**config.mk**
```make
export PLATFORM = sky130hd
export DESIGN_NAME = btn_press_emulator
export DESIGN_NICKNAME = d
export VERILOG_FILES = /design/src/rtl/btn_press_emulator.sv
export SDC_FILE = /design/constraint.sdc
export NUM_CORES = 1
export LEC_CHECK = 0
export CAP_MARGIN = 0
export CORE_MARGIN = 8
export CORE_UTILIZATION = 63
export DETAILED_ROUTE_END_ITERATION = 16
export PLACE_DENSITY = 0.89
export SLEW_MARGIN = 10
export SYNTH_ARGS = -nofsm -noshare
export SYNTH_HDL_FRONTEND = slang
export SYNTH_SLANG_ARGS = --single-unit
```
**constraint.sdc**
```tcl
create_clock -name clk -period 5.1 [get_ports clk]
set_input_delay 1.02 -clock clk [delete_from_list [all_inputs] [get_ports clk]]
set_output_delay 1.02 -clock clk [all_outputs]
set_load 0.005 [all_outputs]
```
**src/rtl/btn_press_emulator.sv**
```systemverilog
// Bouncy mechanical-button waveform generator: press bounce burst, clean hold, release bounce burst.
// All transitions land on posedges; gaps come from a 16-bit LFSR that only advances on gap loads.
module btn_press_emulator #(
  parameter int          BOUNCE_EDGES = 4,
  parameter int          BOUNCE_MIN   = 50000,
  parameter int          RAND_W       = 12,
  parameter int          HOLD_W       = 32,
  parameter logic [15:0] SEED         = 16'hACE1
) (
  input  logic              clk,
  input  logic              rst_n,
  input  logic              start,
  input  logic              abort,
  input  logic [HOLD_W-1:0] hold_cycles,
  output logic              ready,
  output logic              done,
  output logic              btn,
  output logic [15:0]       presses
);

  localparam int          CW       = (HOLD_W > 16) ? HOLD_W : 16;
  localparam logic [15:0] SEED_EFF = (SEED == 16'd0) ? 16'hACE1 : SEED;
  localparam logic [15:0] RMASK    = 16'((32'd1 << RAND_W) - 32'd1);
  localparam logic [15:0] EDGES    = 16'(BOUNCE_EDGES);
  localparam logic [15:0] BMIN     = 16'(BOUNCE_MIN);

  typedef enum logic [1:0] {S_IDLE, S_PRESS, S_HOLD, S_RELEASE} state_t;

  state_t            state_q, state_d;
  logic [CW-1:0]     cnt_q, cnt_d;
  logic [HOLD_W-1:0] hold_q, hold_d;
  logic [15:0]       edges_q, edges_d;
  logic [15:0]       lfsr_q, lfsr_d;
  logic [15:0]       presses_q, presses_d;
  logic              btn_q, btn_d;
  logic              done_q, done_d;
  logic              load_gap;
  logic              expire;
  logic [15:0]       gap;

  // A masked add keeps RAND_W=0 legal (no zero-width part select).
  assign gap    = BMIN + (lfsr_q & RMASK);
  assign expire = (cnt_q == CW'(1));

  always_comb begin
    state_d   = state_q;
    cnt_d     = cnt_q;
    hold_d    = hold_q;
    edges_d   = edges_q;
    lfsr_d    = lfsr_q;
    presses_d = presses_q;
    btn_d     = btn_q;
    done_d    = 1'b0;
    load_gap  = 1'b0;

    case (state_q)
      S_IDLE: begin
        if (start) begin
          state_d  = S_PRESS;
          hold_d   = (hold_cycles == '0) ? HOLD_W'(1) : hold_cycles;
          edges_d  = EDGES;
          load_gap = 1'b1;
        end
      end
      S_PRESS: begin
        if (expire) begin
          btn_d = ~btn_q;
          if (edges_q == 16'd0) begin
            state_d = S_HOLD;
            cnt_d   = CW'(hold_q);
          end else begin
            edges_d  = edges_q - 16'd1;
            load_gap = 1'b1;
          end
        end else begin
          cnt_d = cnt_q - CW'(1);
        end
      end
      S_HOLD: begin
        if (expire) begin
          btn_d = 1'b0;
          if (EDGES == 16'd0) begin
            state_d   = S_IDLE;
            cnt_d     = '0;
            done_d    = 1'b1;
            presses_d = presses_q + 16'd1;
          end else begin
            state_d  = S_RELEASE;
            edges_d  = EDGES;
            load_gap = 1'b1;
          end
        end else begin
          cnt_d = cnt_q - CW'(1);
        end
      end
      default: begin
        if (expire) begin
          btn_d   = ~btn_q;
          edges_d = edges_q - 16'd1;
          if (edges_q == 16'd1) begin
            state_d   = S_IDLE;
            cnt_d     = '0;
            done_d    = 1'b1;
            presses_d = presses_q + 16'd1;
          end else begin
            load_gap = 1'b1;
          end
        end else begin
          cnt_d = cnt_q - CW'(1);
        end
      end
    endcase

    if (load_gap) begin
      cnt_d  = CW'(gap);
      lfsr_d = {lfsr_q[14:0], lfsr_q[15] ^ lfsr_q[13] ^ lfsr_q[12] ^ lfsr_q[10]};
    end

    // Abort wins over any transition due on the same edge.
    if (abort && (state_q != S_IDLE)) begin
      state_d   = S_IDLE;
      btn_d     = 1'b0;
      cnt_d     = '0;
      edges_d   = 16'd0;
      lfsr_d    = lfsr_q;
      presses_d = presses_q;
      done_d    = 1'b0;
    end
  end

  always_ff @(posedge clk or negedge rst_n) begin
    if (!rst_n) begin
      state_q   <= S_IDLE;
      cnt_q     <= '0;
      hold_q    <= '0;
      edges_q   <= 16'd0;
      lfsr_q    <= SEED_EFF;
      presses_q <= 16'd0;
      btn_q     <= 1'b0;
      done_q    <= 1'b0;
    end else begin
      state_q   <= state_d;
      cnt_q     <= cnt_d;
      hold_q    <= hold_d;
      edges_q   <= edges_d;
      lfsr_q    <= lfsr_d;
      presses_q <= presses_d;
      btn_q     <= btn_d;
      done_q    <= done_d;
    end
  end

  assign ready   = (state_q == S_IDLE);
  assign done    = done_q;
  assign btn     = btn_q;
  assign presses = presses_q;

endmodule

```
==> reports/summary.txt <==
Worst EP arrival - 4530 ps
Chip height - 115 um
Max-Cap Viols - 0
Drt wl/cell - 20.2 um
Seq/Total Area, Yosys - 46.9%
Status - complete, no violations
Setup WS pre-CTS - 1170 ps
Grt total ovfl - 0
Slew HR - 31.3%
Initial antenna violation count - 0
Inst Count DP - 789
Die width - 115 um
Peak supply drop - 0.000375 V
# nets final - 721
Clock latency on the worst-skew pair - 530 ps
Htree depth - 4
# resized after CTS - 0
Critical path data required time - 5550 ps
Yosys cell types - 64
Hpwl dp - 11200 um
Global-route wire length before repair - 27600 um
Netlist Area Pre-Place - 0.00621 mm^2
Cell Rows - 36
DRC viols - 0
Met2 WL - 8070 um
Vias per cell - 6.73
Ys Warns - 0
Ant diodes - 0
Final period util - 80.0%
Max Used Layer - met4
Post-route non-filler standard cell count - 821
Final Critical Period - 4080 ps
# IOs - 55
Worst Path Max Fanout - 19
GRT Util Overall - 26.3%
Met1 WL - 6450 um
HP Class - register to register
Final Skew - 8.76 ps
CTS tree - yes
Hold Worst Slack - 463 ps
Post-route ant nets - 0
Setup TNS - 0 ps
Worst Setup Start Kind - register
Area growth, synth to finish - 19.9%
Fin area - 0.00744 mm^2
Max clock buf depth - 2
Worst-path clk slew - 60 ps
Clk Tree Root Cell - clkbuf_8
Max-slew violations - 0
Worst setup path class - register to register
Pwr dens - 608 mW/mm^2
Fmax achieved - 245 MHz
RSZ-0062 raised after global routing - no
Largest net degree at the start of global routing - 67
Async S/R FF share, synth - 100%
Placed cell areas - 0.00683 mm^2
Vias in the first global route - 5658
Share of cells above drive strength 1 - 15.1%
Post-Syn Nets - 670
Syn Area/Cell - 9.95 um^2
TritonCTS Buffers - 17
Postcts setup bufs - 0
Clock Sinks - 116
Final RePlAce weighted congestion - 0.923
Worst setup margin - 1020 ps
Initial Util - 64.1%
DR vias - 5522
EDFF count, synth - 0
Hold Fails Final Rpt - 0
Drt pass-1 iters - 6
Flops & latches, synth - 116
Die ar. - 0.0133 mm^2
Worst-margin pin slew - 1030 ps
Crit end category - register
Total wire length - 16600 um
Core Box Area - 0.00968 mm^2
Buffers on Ports - 54
Mapped Cells - 624
DR iter-0 viols - 760
Hold_buf cts - 0
Leakage power - 3.18 nW
Main synth FF type - dfrtp_1
DR WL met3 - 1420 um
# setup viols final - 0
area by class of cell:
| class | count | area [um^2] |
|---|---|---|
| clock buffers | 22 | 463 |
| clock inverters | 10 | 155 |
| fillers | 631 | 2240 |
| inverters | 14 | 52.6 |
| multi-input cells | 466 | 3110 |
| flip-flops and latches | 116 | 2910 |
| well taps | 133 | 166 |
| repair buffers | 60 | 583 |
path summary, 6_finish.rpt:
check | from | to | slack [ps] | depth (start not counted)
max in group asynchronous | rst_n | hold_q[26] | 3860 | 2
worst min register to register | presses[15] | presses[15] | 460 | 1
worst min-delay path | presses[15] | presses[15] | 460 | 1
min in group asynchronous | rst_n | edges_q[8] | 590 | 2
worst max-delay path | cnt_q[4] | cnt_q[5] | 1020 | 8
worst max register to register | cnt_q[4] | cnt_q[5] | 1020 | 8
report_power, final:
| group | total [mW] | switching [mW] | internal, mW | leakage, nW |
|---|---|---|---|---|
| Clock | 1.24 | 0.415 | 0.829 | 0.301 |
| Sequential | 1.52 | 0.285 | 1.23 | 1.49 |
| Combinational | 1.76 | 1.06 | 0.701 | 1.39 |
layer usage:
metal / track usage, % / vias up
li1: - / 2419
met1: 31.0 / 2680
met2: 43.1 / 347
met3: 7.56 / 76
met4: 13.1 / 0
met5: 0 / -
synthesized netlist by cell type (3+ instances only):
| master | instances | area, um^2 |
|---|---|---|
| a211oi_1 | 8 | 60.1 |
| a21o_1 | 3 | 22.5 |
| a21oi_1 | 28 | 140 |
| a22oi_1 | 14 | 105 |
| a32oi_1 | 4 | 35.0 |
| and3_1 | 9 | 56.3 |
| buf_1 | 3 | 11.3 |
| buf_2 | 5 | 25.0 |
| clkbuf_1 | 16 | 60.1 |
| dfrtp_1 | 108 | 2700 |
| dfstp_2 | 8 | 210 |
| ha_1 | 10 | 125 |
| inv_1 | 14 | 52.6 |
| mux2_2 | 46 | 518 |
| nand2_1 | 52 | 195 |
| nand2b_1 | 4 | 25.0 |
| nand3_1 | 11 | 55.1 |
| nand4_1 | 21 | 131 |
| nor2_1 | 51 | 191 |
| nor3_1 | 19 | 95.1 |
| nor4_1 | 23 | 144 |
| o21ai_0 | 49 | 245 |
| o21ai_1 | 6 | 30.0 |
| o221ai_1 | 3 | 26.3 |
| o2bb2ai_1 | 5 | 43.8 |
| o31ai_1 | 6 | 45.0 |
| o41ai_1 | 3 | 26.3 |
| or3_1 | 8 | 50.1 |
| or4_1 | 5 | 37.5 |
| xnor2_1 | 25 | 219 |
| xor2_1 | 14 | 123 |
kinds of logic after synthesis:
group | Yosys count | synth area share (%)
AND/OR/NAND/NOR | 218 | 17.9
AO/OA/AOI/OAI | 151 | 16.0
flip-flops | 116 | 46.9
multiplexers | 48 | 8.66
buffers and inverters | 42 | 3.00
XOR/XNOR | 39 | 5.50
adder cells (fa/ha/maj) | 10 | 2.01
sequential cells by signal, summed over array words and instances (netlist names):
name / count
btn: 1
edges_q: 16
hold_q: 32
presses: 16
cnt_q: 32
done: 1
lfsr_q: 16
state_q: 2
metrics by stage:
step | total power, mW | utilization [%]
2_1_floorplan | 2.75 | -
3_3_place_gp | 3.10 | 70.5
3_5_place_dp | 3.21 | 70.5
4_1_cts | 4.48 | 76.9
5_1_grt | 4.77 | 76.9
6_report | 4.53 | 76.9
placed cells by master, fill, tap and decap left out, drive strengths merged, types with 3 or more instances in the layout:
| cell type | netlist | layout |
|---|---|---|
| clkdlybuf4s50 | 0 | 53 |
| bufinv | 0 | 4 |
| inv | 14 | 14 |
| clkinv | 0 | 4 |
| nand4 | 21 | 21 |
| nand2b | 4 | 4 |
| clkbuf | 16 | 22 |
| o31ai | 6 | 6 |
| dfrtp | 108 | 108 |
| nand3 | 11 | 11 |
| nor3 | 21 | 21 |
| a32oi | 4 | 4 |
| or4 | 7 | 7 |
| and3 | 9 | 9 |
| ha | 10 | 10 |
| a21oi | 30 | 30 |
| o2bb2ai | 5 | 5 |
| nand2 | 53 | 53 |
| xor2 | 14 | 14 |
| nor4 | 24 | 24 |
| mux2 | 46 | 46 |
| buf | 12 | 7 |
| o221ai | 3 | 3 |
| a22oi | 14 | 14 |
| nor2 | 51 | 51 |
| dfstp | 8 | 8 |
| a211oi | 8 | 8 |
| or3 | 8 | 8 |
| a21o | 3 | 3 |
| o21ai | 56 | 56 |
| o41ai | 4 | 4 |
| xnor2 | 25 | 25 |
critical path: stages, from the launching register on:
cell,delay (ps)
dfrtp_1,420
nor4_2,720
nand4_1,330
or3_1,730
a221o_1,440
o21ai_2,740
buf_4,330
a21oi_1,100
o21ai_1,180
No activity file was read; power rests on OpenSTA's default activity.
